$ cat config.mk
export PLATFORM = sky130hd
export DESIGN_NAME = id_ex_pipe_reg
export DESIGN_NICKNAME = d
export VERILOG_FILES = /design/src/rtl/id_ex_pipe_reg_pkg.sv /design/src/rtl/id_ex_pipe_reg_sat_counter.sv /design/src/rtl/id_ex_pipe_reg.sv
export SDC_FILE = /design/constraint.sdc
export NUM_CORES = 1
export LEC_CHECK = 0
export ABC_AREA = 1
export BUFFER_PORTS_ARGS = -buffer_cell sky130_fd_sc_hd__clkbuf_2
export CAP_MARGIN = 10
export CORE_MARGIN = 1.5
export CORE_UTILIZATION = 50
export CTS_CLUSTER_DIAMETER = 30
export DETAILED_ROUTE_END_ITERATION = 7
export HOLD_SLACK_MARGIN = 0.05
export PLACE_DENSITY = 0.88
export SLEW_MARGIN = 20
export SYNTH_ARGS = -nofsm -noshare
export SYNTH_HDL_FRONTEND = slang
export SYNTH_SLANG_ARGS = --single-unit
$ cat constraint.sdc
create_clock -name clk_i -period 2.8 [get_ports clk_i]
set_input_delay 0.28 -clock clk_i [delete_from_list [all_inputs] [get_ports clk_i]]
set_output_delay 0.28 -clock clk_i [all_outputs]
set_load 0.01 [all_outputs]
$ cat src/rtl/id_ex_pipe_reg_pkg.sv
// id_ex_pipe_reg_pkg
// Shared field widths and control-bundle layout for the ID stage and the ID/EX register, so the
// hazard zeroing mux in ID and this register agree on what each control bit means.
// Contents:
//   - default widths for operands, register addresses, ALUOp and the performance counters
//   - ctrl_w(): width of the packed control bundle (six single-bit controls plus ALUOp)
//   - bit offsets of the single-bit controls above the ALUOp field
//   - encodings of the deferred-flush flag
package id_ex_pipe_reg_pkg;

  localparam int unsigned DATA_W_DEF  = 32;
  localparam int unsigned REG_AW_DEF  = 5;
  localparam int unsigned ALUOP_W_DEF = 2;
  localparam int unsigned CNT_W_DEF   = 16;

  // Number of single-bit control signals carried alongside ALUOp.
  localparam int unsigned CTRL_BITS = 6;

  // Single-bit control positions, counted from the top of the ALUOp field.
  // Bundle layout (MSB..LSB): RegDst, ALUSrc, RegWrite, MemToReg, MemRead, MemWrite, ALUOp.
  localparam int unsigned OFS_REGDST   = 5;
  localparam int unsigned OFS_ALUSRC   = 4;
  localparam int unsigned OFS_REGWRITE = 3;
  localparam int unsigned OFS_MEMTOREG = 2;
  localparam int unsigned OFS_MEMREAD  = 1;
  localparam int unsigned OFS_MEMWRITE = 0;

  // Deferred-flush flag states.
  localparam logic PEND_IDLE = 1'b0;
  localparam logic PEND_SET  = 1'b1;

  function automatic int unsigned ctrl_w(input int unsigned aluop_w);
    return CTRL_BITS + aluop_w;
  endfunction

endpackage

$ cat src/rtl/id_ex_pipe_reg_sat_counter.sv
// sat_counter
// Saturating up-counter for performance debug. Counts edges with inc_i high and sticks at the
// all-ones value instead of wrapping.
// Ports:
//   clk_i    in   1      clock
//   rst_n_i  in   1      asynchronous active-low clear
//   inc_i    in   1      increment request for this edge
//   count_o  out  CNT_W  current count
module sat_counter #(
  parameter int unsigned CNT_W = 16
) (
  input  logic             clk_i,
  input  logic             rst_n_i,
  input  logic             inc_i,
  output logic [CNT_W-1:0] count_o
);

  logic [CNT_W-1:0] r_count;
  logic [CNT_W-1:0] w_count_d;
  logic             w_at_max;

  always_comb begin
    w_at_max  = (r_count == {CNT_W{1'b1}});
    w_count_d = r_count;
    if (inc_i && !w_at_max) begin
      w_count_d = r_count + {{(CNT_W-1){1'b0}}, 1'b1};
    end
  end

  always_ff @(posedge clk_i or negedge rst_n_i) begin
    if (!rst_n_i) begin
      r_count <= '0;
    end else begin
      r_count <= w_count_d;
    end
  end

  assign count_o = r_count;

endmodule

$ cat src/rtl/id_ex_pipe_reg.sv
// id_ex_pipe_reg
// ID/EX pipeline register. Captures the (possibly hazard-zeroed) control bits and ID operands each
// cycle and presents them to EX, with stall hold, flush-to-bubble (deferred while stalled), a
// per-stage valid bit and saturating bubble/stall counters.
// Ports:
//   clk_i, rst_n_i                       clock, asynchronous active-low reset
//   start_i                              CPU run enable; 0 loads bubbles
//   Stall_i                              memory stall; freezes the register
//   Flush_i                              branch/jump flush; next load is a bubble
//   RegDst_i..MemWrite_i, ALUOp_i        control from the ID zeroing mux
//   RSdata_i, RTdata_i, Imm_i            operands and sign-extended immediate
//   RSaddr_i, RTaddr_i, RDaddr_i         register addresses
//   RegDst_o..RDaddr_o                   registered copies for EX (MemRead_o/RTaddr_o also feed
//                                        the load-use detector)
//   Valid_o                              1 = real instruction in EX, 0 = bubble
//   BubbleCnt_o, StallCnt_o              saturating performance counters
module id_ex_pipe_reg
  import id_ex_pipe_reg_pkg::*;
#(
  parameter int unsigned DATA_W  = DATA_W_DEF,
  parameter int unsigned REG_AW  = REG_AW_DEF,
  parameter int unsigned ALUOP_W = ALUOP_W_DEF,
  parameter int unsigned CNT_W   = CNT_W_DEF
) (
  input  logic               clk_i,
  input  logic               rst_n_i,
  input  logic               start_i,
  input  logic               Stall_i,
  input  logic               Flush_i,
  input  logic               RegDst_i,
  input  logic               ALUSrc_i,
  input  logic               RegWrite_i,
  input  logic               MemToReg_i,
  input  logic               MemRead_i,
  input  logic               MemWrite_i,
  input  logic [ALUOP_W-1:0] ALUOp_i,
  input  logic [DATA_W-1:0]  RSdata_i,
  input  logic [DATA_W-1:0]  RTdata_i,
  input  logic [DATA_W-1:0]  Imm_i,
  input  logic [REG_AW-1:0]  RSaddr_i,
  input  logic [REG_AW-1:0]  RTaddr_i,
  input  logic [REG_AW-1:0]  RDaddr_i,
  output logic               RegDst_o,
  output logic               ALUSrc_o,
  output logic               RegWrite_o,
  output logic               MemToReg_o,
  output logic               MemRead_o,
  output logic               MemWrite_o,
  output logic [ALUOP_W-1:0] ALUOp_o,
  output logic [DATA_W-1:0]  RSdata_o,
  output logic [DATA_W-1:0]  RTdata_o,
  output logic [DATA_W-1:0]  Imm_o,
  output logic [REG_AW-1:0]  RSaddr_o,
  output logic [REG_AW-1:0]  RTaddr_o,
  output logic [REG_AW-1:0]  RDaddr_o,
  output logic               Valid_o,
  output logic [CNT_W-1:0]   BubbleCnt_o,
  output logic [CNT_W-1:0]   StallCnt_o
);

  localparam int unsigned CTRL_W = ctrl_w(ALUOP_W);

  logic [CTRL_W-1:0] w_ctrl_in;
  logic [CTRL_W-1:0] w_ctrl_d;
  logic              w_valid_d;
  logic              w_load_bubble;
  logic              w_hold;
  logic              w_pend_d;

  logic [CTRL_W-1:0] r_ctrl;
  logic [DATA_W-1:0] r_rs_data;
  logic [DATA_W-1:0] r_rt_data;
  logic [DATA_W-1:0] r_imm;
  logic [REG_AW-1:0] r_rs_addr;
  logic [REG_AW-1:0] r_rt_addr;
  logic [REG_AW-1:0] r_rd_addr;
  logic              r_valid;
  logic              r_pend;

  assign w_ctrl_in = {RegDst_i, ALUSrc_i, RegWrite_i, MemToReg_i, MemRead_i, MemWrite_i, ALUOp_i};

  // Decision for this edge. start_i=0 outranks a stall, so a stopped CPU keeps loading bubbles
  // even with Stall_i high. A flush seen during a stall is remembered in r_pend and paid out on
  // the first unstalled edge.
  always_comb begin
    w_hold        = start_i && Stall_i;
    w_load_bubble = !start_i || (!Stall_i && (Flush_i || (r_pend == PEND_SET)));
    w_ctrl_d      = w_load_bubble ? '0 : w_ctrl_in;
    w_valid_d     = !w_load_bubble;
  end

  always_comb begin
    w_pend_d = r_pend;
    if (!start_i) begin
      w_pend_d = PEND_IDLE;
    end else if (Stall_i) begin
      if (Flush_i) begin
        w_pend_d = PEND_SET;
      end
    end else begin
      w_pend_d = PEND_IDLE;
    end
  end

  always_ff @(posedge clk_i or negedge rst_n_i) begin
    if (!rst_n_i) begin
      r_pend <= PEND_IDLE;
    end else begin
      r_pend <= w_pend_d;
    end
  end

  // Data/address fields load alongside a bubble too; only the controls and valid are forced.
  always_ff @(posedge clk_i or negedge rst_n_i) begin
    if (!rst_n_i) begin
      r_ctrl    <= '0;
      r_rs_data <= '0;
      r_rt_data <= '0;
      r_imm     <= '0;
      r_rs_addr <= '0;
      r_rt_addr <= '0;
      r_rd_addr <= '0;
      r_valid   <= 1'b0;
    end else if (!w_hold) begin
      r_ctrl    <= w_ctrl_d;
      r_rs_data <= RSdata_i;
      r_rt_data <= RTdata_i;
      r_imm     <= Imm_i;
      r_rs_addr <= RSaddr_i;
      r_rt_addr <= RTaddr_i;
      r_rd_addr <= RDaddr_i;
      r_valid   <= w_valid_d;
    end
  end

  sat_counter #(
    .CNT_W(CNT_W)
  ) u_bubble_cnt (
    .clk_i  (clk_i),
    .rst_n_i(rst_n_i),
    .inc_i  (w_load_bubble),
    .count_o(BubbleCnt_o)
  );

  sat_counter #(
    .CNT_W(CNT_W)
  ) u_stall_cnt (
    .clk_i  (clk_i),
    .rst_n_i(rst_n_i),
    .inc_i  (w_hold),
    .count_o(StallCnt_o)
  );

  assign RegDst_o   = r_ctrl[ALUOP_W+OFS_REGDST];
  assign ALUSrc_o   = r_ctrl[ALUOP_W+OFS_ALUSRC];
  assign RegWrite_o = r_ctrl[ALUOP_W+OFS_REGWRITE];
  assign MemToReg_o = r_ctrl[ALUOP_W+OFS_MEMTOREG];
  assign MemRead_o  = r_ctrl[ALUOP_W+OFS_MEMREAD];
  assign MemWrite_o = r_ctrl[ALUOP_W+OFS_MEMWRITE];
  assign ALUOp_o    = r_ctrl[ALUOP_W-1:0];
  assign RSdata_o   = r_rs_data;
  assign RTdata_o   = r_rt_data;
  assign Imm_o      = r_imm;
  assign RSaddr_o   = r_rs_addr;
  assign RTaddr_o   = r_rt_addr;
  assign RDaddr_o   = r_rd_addr;
  assign Valid_o    = r_valid;

endmodule

==> summary.md, run 1 <==
| Metric | Value |
|---|---|
| CTS Root Cell | clkbuf_16 |
| Multi-input gate area | 2430 um^2 |
| Clock sinks | 153 |
| Fin. max-slew vios | 0 |
| Crit Reg-Reg Startpoint | u_stall_cnt.count_o[0]$_DFFE_PN0P_ |
| DR iter-0 viols | 388 |
| Avg WL per Cell | 13.8 um |
| Fin crit period | 1.75 ns |
| RSZ-0062 raised after global routing | no |
| GRT Overall Usage | 25.3% |
| Critical Path Source | u_stall_cnt.count_o[0]$_DFFE_PN0P_ |
| Total die area | 13700 um^2 |
| P_leak | 4.99 nW |
| Antenna violations before repair | 0 |
| Worst Hold Endpoint | RSaddr_o[1]$_DFFE_PN0N_ |
| Synth cell types | 25 |
| Share of cells above drive strength 1 | 31.7% |
| Post-route clock skew | 0.00407 ns |
| Antenna cells | 0 |
| DRT Wirelength | 17400 um |
| Max Fclk | 572 MHz |
| Cells after Synth | 789 |
| Most frequent cells in the layout | 455 x nand2_1, 274 x clkbuf_2, 153 x dfrtp_1 |
| Fin cells | 1259 |
| Hold Crit Depth | 3 |
| Setup tns final | 0 ns |
| CP startpoint kind | register |
| Largest net degree at the start of global routing | 68 |
| First-pass GRT wire length | 26500 um |
| Core area | 12700 um^2 |
| Synth Area per Inst | 8.27 um^2 |
| Crit path DAT | 2.09 ns |
| Synth Register Bits | 153 |
| CTS clk-pin slew, worst paths | 0.07 ns |
| Worst setup EP type | register |
| Syn-to-layout area delta | 35.2% |
| R2r setup slk | 1.05 ns |
| Drt pass-1 iters | 5 |
| Placed cells | 1214 |
| CTS tree | yes |
| Vias/cell | 4.82 |
| # setup viols final | 0 |
| Clock latency on the worst-skew pair | 0.42 ns |
| CTS buffer count | 17 |
| Seq/Total Area, Yosys | 58.7% |
| R2R cell count | 8 |
| Worst Path Required | 3.14 ns |
| GRT overflow | 0 |
| DP HPWL | 12100 um |
| Area leader, netlist | dfrtp_1 |
| Most common cell after layout, fill and taps aside | nand2_1 |
| Worst Tran Pin Value | 0.584 ns |
| Hold_sp | RSaddr_i[1] |
| Via count | 6071 |
| Hold Crit Class | in2reg |
| Hold Fails Final Rpt | 0 |
| Cell Rows | 41 |
| Post-Syn Nets | 915 |
| VDD IR max | 0.000446 V |
| Yosys warns | 0 |
| PortBufs | 275 |
| Crit path kind | reg2reg |
| Remaining DRCs | 0 |
| RD Place Congestion | 0.820 |
| Max-cap violations | 0 |
| Outcome | finished, final reports clean |
| CTS max path bufs | 2 |
| Synth top area share | 58.7% |
| Starting Density | 51.5% |
| Filler cells | 1011 |
| Die H | 117 um |
| RR Endpoint | u_stall_cnt.count_o[9]$_DFFE_PN0P_ |
| Critical Path Fanout Max | 11 |
| Synth area leaders | dfrtp_1 59%, nand2_1 26%, nor2_1 1.8% |
| Chip width | 117 um |
| Antenna-violating nets left | 0 |
| Tcrit/Tclk final | 62.4% |
| # IOs | 276 |
| Relative slew slack | 61.1% |
| Sequential cell area | 3830 um^2 |
| Nets | 1201 |
| Vias in the first global route | 5608 |
| Mapped cell area | 6530 um^2 |
| H-tree depth | 4 |
| PD cells | 680 nW/um^2 |
state kept, by name, indices dropped and copies added, names as in the netlist, 5 cells and up:
signal and flops:
RSaddr_o 5, RTdata_o 32, RSdata_o 32, RTaddr_o 5, Imm_o 32, r_ctrl 8, RDaddr_o 5, u_stall_cnt.count_o 16
u_bubble_cnt.count_o 16
stage by stage:
stage / hold WS (ns) / total power [W] / cell area [um^2] / setup WS, ns / util, %
5_1_grt: 0.0525 / 0.00628 / 8820 / 0.958 / 69.6
4_1_cts: 0.0501 / 0.00603 / 8820 / 1.07 / 69.6
2_1_floorplan: -0.0156 / 0.00313 / 6530 / 1.26 / -
3_5_place_dp: 0.298 / 0.00362 / 8060 / 0.997 / 63.6
3_3_place_gp: 0.300 / 0.00358 / 8060 / 1.07 / 63.6
6_report: 0.0633 / 0.00600 / 8820 / 1.05 / 69.6
power breakdown:
part / total (W) / switching, W / internal (W)
Clock: 0.00240 / 0.000909 / 0.00149
Sequential: 0.00264 / 0.000208 / 0.00243
Combinational: 0.000956 / 0.000559 / 0.000397
synthesized netlist by cell type:
cell type  count
inv_1         30
nand2_1      455
buf_2         15
nor2_4         4
inv_2          2
nor3_1         4
nand3b_1       1
o21ai_1        2
nand3_1       22
clkbuf_1       9
xnor2_1        8
nor2_1        32
nand2_2       11
nand3_2        1
xor2_1         3
ha_1           2
nand4_1       10
dfrtp_1      153
nor2_2         3
nand2_4        3
buf_6          2
and2_1         1
o21ai_2        7
o21ai_0        6
buf_1          3
logic make-up (layout without fill, tap and decap cells):
family,Yosys count,count (layout),synth area share (%)
AO/OA/AOI/OAI,15,15,1.55
buffers and inverters,61,359,4.03
adder cells (fa/ha/maj),2,2,0.383
XOR/XNOR,11,11,1.48
flip-flops,153,153,58.7
AND/OR/NAND/NOR,547,547,33.9
what timing repair did:
item	in CTS	in global routing
buffers inserted	0	0
resized for setup	0	0
hold buffers	14	0
endpoints found under the hold margin	75	0
worst max-delay path, stage by stage, from the launching register on:
cell and delay [ns]:
dfrtp_1 0.46, ha_1 0.28, inv_1 0.09, nor2_1 0.07, nand2_4 0.10, nor2_4 0.05
nor2_2 0.40, nand2_1 0.14, o21ai_2 0.08
routing by layer:
| layer | GRT usage (%) | routed length, um | vias up | share of wire, % |
|---|---|---|---|---|
| met2 | 44.0 | 8910 | 227 | 51 |
| met4 | 9.48 | 328 | 0 | 1.9 |
| met5 | 0 | 0 | - | 0 |
| met1 | 29.7 | 6850 | 2843 | 39 |
| met3 | 7.26 | 1270 | 30 | 7.3 |
| li1 | - | - | 2971 | - |
final cells by class:
cell class | count | area share (%)
sequential | 153 | 43.4
multi-input combinational | 575 | 27.6
timing repair buffer | 296 | 18.1
clock buffer | 17 | 4.82
tap | 172 | 2.44
clock inverter | 14 | 2.27
inverter | 32 | 1.38
worst max-delay path by stage:
stage | slack (ns) | depth (start not counted) | end
3_3_place_gp | 1.07 | 6 | RTdata_o[10]$_DFFE_PN0N_
6_report | 1.05 | 8 | u_stall_cnt.count_o[9]$_DFFE_PN0P_
3_5_place_dp | 1.0 | 6 | Imm_o[27]$_DFFE_PN0N_
4_1_cts | 1.07 | 8 | u_stall_cnt.count_o[9]$_DFFE_PN0P_
5_1_grt | 0.96 | 9 | u_stall_cnt.count_o[2]$_DFFE_PN0P_
2_1_floorplan | 1.26 | 9 | u_stall_cnt.count_o[15]$_DFFE_PN0P_
(Power assumes the default switching activity.)
==> inputs of run 2 (changes only) <==
CORE_UTILIZATION = 43   (was 50)
PLACE_DENSITY = 0.81   (was 0.88)
clock period = 1.6 ns   (was 2.8 ns; I/O delays follow)
==> summary.md, run 2 (synthesized netlist as in run 1, its figures left out) <==
| Metric | Value |
|---|---|
| Pre-CTS setup slack | 0.0485 ns |
| Tcrit/Tclk final | 94.2% |
| Worst setup EP type | register |
| Vias in the first global route | 7075 |
| Starting Density | 44.4% |
| Critical Path Fanout Max | 8 |
| Crit path kind | reg2reg |
| Vias/cell | 4.88 |
| DP HPWL | 12600 um |
| Fin crit period | 1.51 ns |
| Clock latency on the worst-skew pair | 0.42 ns |
| Share of cells above drive strength 1 | 29.9% |
| PD cells | 1070 nW/um^2 |
| Max Fclk | 663 MHz |
| Hold Fails Final Rpt | 0 |
| Avg WL per Cell | 15.1 um |
| CTS clk-pin slew, worst paths | 0.06 ns |
| DR iter-0 viols | 424 |
| CP startpoint kind | register |
| Via count | 6829 |
| Total die area | 15900 um^2 |
| RSZ-0062 raised after global routing | no |
| Sequential Power Share | 43.1% |
| H-tree depth | 4 |
| CP cell instances | ha_4 > nand3_2 > inv_2 > nand2_1 > nor2_1 > nor2_1 > buf_4 > nand2_1 > o21ai_2 |
| Logic pwr share | 19.0% |
| Most common cell after layout, fill and taps aside | nand2_1 |
| Clock power frac | 38.0% |
| Worst Path Required | 1.91 ns |
| Hold Crit Class | in2reg |
| Crit path DAT | 1.82 ns |
| Chip width | 126 um |
| Cell Rows | 44 |
| Largest net degree at the start of global routing | 46 |
| GRT overflow | 0 |
| Core area | 14700 um^2 |
| First-pass GRT wire length | 34200 um |
| Fin util | 68.4% |
| Relative slew slack | 69.0% |
| Nets | 1325 |
| P_leak | 5.52 nW |
| Outcome | finished, final reports clean |
| Drt pass-1 iters | 6 |
| Critical path's largest stage delay | 0.42 ns |
| CTS Root Cell | clkbuf_16 |
| # setup viols final | 0 |
| Most frequent cells in the layout | 455 x nand2_1, 274 x clkbuf_2, 153 x dfrtp_1 |
| Slowest cell on crit path | dfrtp_1 |
| PortBufs | 275 |
| CTS buffer count | 17 |
| Antenna violations before repair | 2 |
| VDD IR max | 0.000633 V |
| # IOs | 276 |
| DRT Wirelength | 21100 um |
| Max-cap violations | 0 |
| Syn-to-layout area delta | 54.2% |
| Setup tns final | 0 ns |
| Net load switching power | 0.00304 W |
| Int Power | 0.00768 W |
| Fin. max-slew vios | 0 |
| Worst Tran Pin Value | 0.465 ns |
| Clock sinks | 153 |
| CTS tree | yes |
| GRT Overall Usage | 27.3% |
| Final WS setup | 0.0927 ns |
| Post-CTS Setup Repair Bufs | 0 |
| CTS max path bufs | 2 |
| Post-route clock skew | 0.00809 ns |
| Filler cells | 1028 |
| Remaining DRCs | 0 |
| Antenna-violating nets left | 0 |
| Die H | 126 um |
| Hold_ws | 0.140 ns |
| RD Place Congestion | 0.843 |
| Sw Share | 28.4% |
-- run 2: area by class of cell --
type,count,area [um^2],area share (%)
flip-flops and latches,153,3830,38.1
repair buffers,420,2820,28.1
multi-input cells,575,2450,24.4
clock buffers,20,447,4.44
well taps,184,230,2.29
clock inverters,12,150,1.49
inverters,32,121,1.21
diodes,3,7.51,0.0746
-- run 2: per-stage QoR --
step	std cells	instance area [um^2]	total power [W]
final	1399	10100	0.0107
after global routing	1398	10100	0.0113
after CTS	1396	10000	0.0107
after detailed placement	1243	8230	0.00640
after global placement	1243	8230	0.00634
after floorplan	789	6530	0.00548
-- run 2: repair_timing --
action / 4_1_cts / 5_1_grt
gates resized for setup: 0 / 3
hold buffers: 121 / 0
endpoints found under the hold margin: 159 / 0
endpoints found under the setup margin: 0 / 21
-- run 2: path summary, 6_finish.rpt --
path	to	cells past startpoint	slack [ns]	start
min reg2reg	RSdata_o[1]$_DFFE_PN0N_	2	0.47	RSdata_o[1]$_DFFE_PN0N_
max reg2reg	u_bubble_cnt.count_o[10]$_DFFE_PN0P_	9	0.09	u_bubble_cnt.count_o[1]$_DFFE_PN0P_
min	RSdata_o[1]$_DFFE_PN0N_	4	0.14	Stall_i
max	u_bubble_cnt.count_o[10]$_DFFE_PN0P_	9	0.09	u_bubble_cnt.count_o[1]$_DFFE_PN0P_
min in group asynchronous	u_stall_cnt.count_o[8]$_DFFE_PN0P_	2	0.26	rst_n_i
max in group asynchronous	RTdata_o[0]$_DFFE_PN0N_	3	0.75	rst_n_i
-- run 2: worst max-delay path: cells and delay by family, from the launching register on --
family          cells  cell delay (ns)
compound gates      1             0.05
fa+ha+maj           1             0.18
buf+inv             2             0.25
flops               1             0.42
simple gates        5             0.51
-- run 2: metal layers --
layer | wire (um) | up-vias | part of all wire (%) | global-route usage [%]
met1 | 7970 | 3193 | 38 | 29.9
met4 | 841 | 0 | 4.0 | 14.7
met3 | 1370 | 76 | 6.5 | 7.01
met2 | 10900 | 324 | 52 | 48.8
li1 | - | 3236 | - | -
met5 | 0 | - | 0 | 0
-- run 2: power groups by stage --
stage               Clock, W  Sequential [W]  Combinational, W
CTS                  0.00412         0.00459           0.00199
floorplan                  0         0.00481          0.000674
detailed placement         0         0.00465           0.00175
global route         0.00435         0.00467           0.00224
global placement           0         0.00463           0.00171
finish               0.00407         0.00462           0.00203
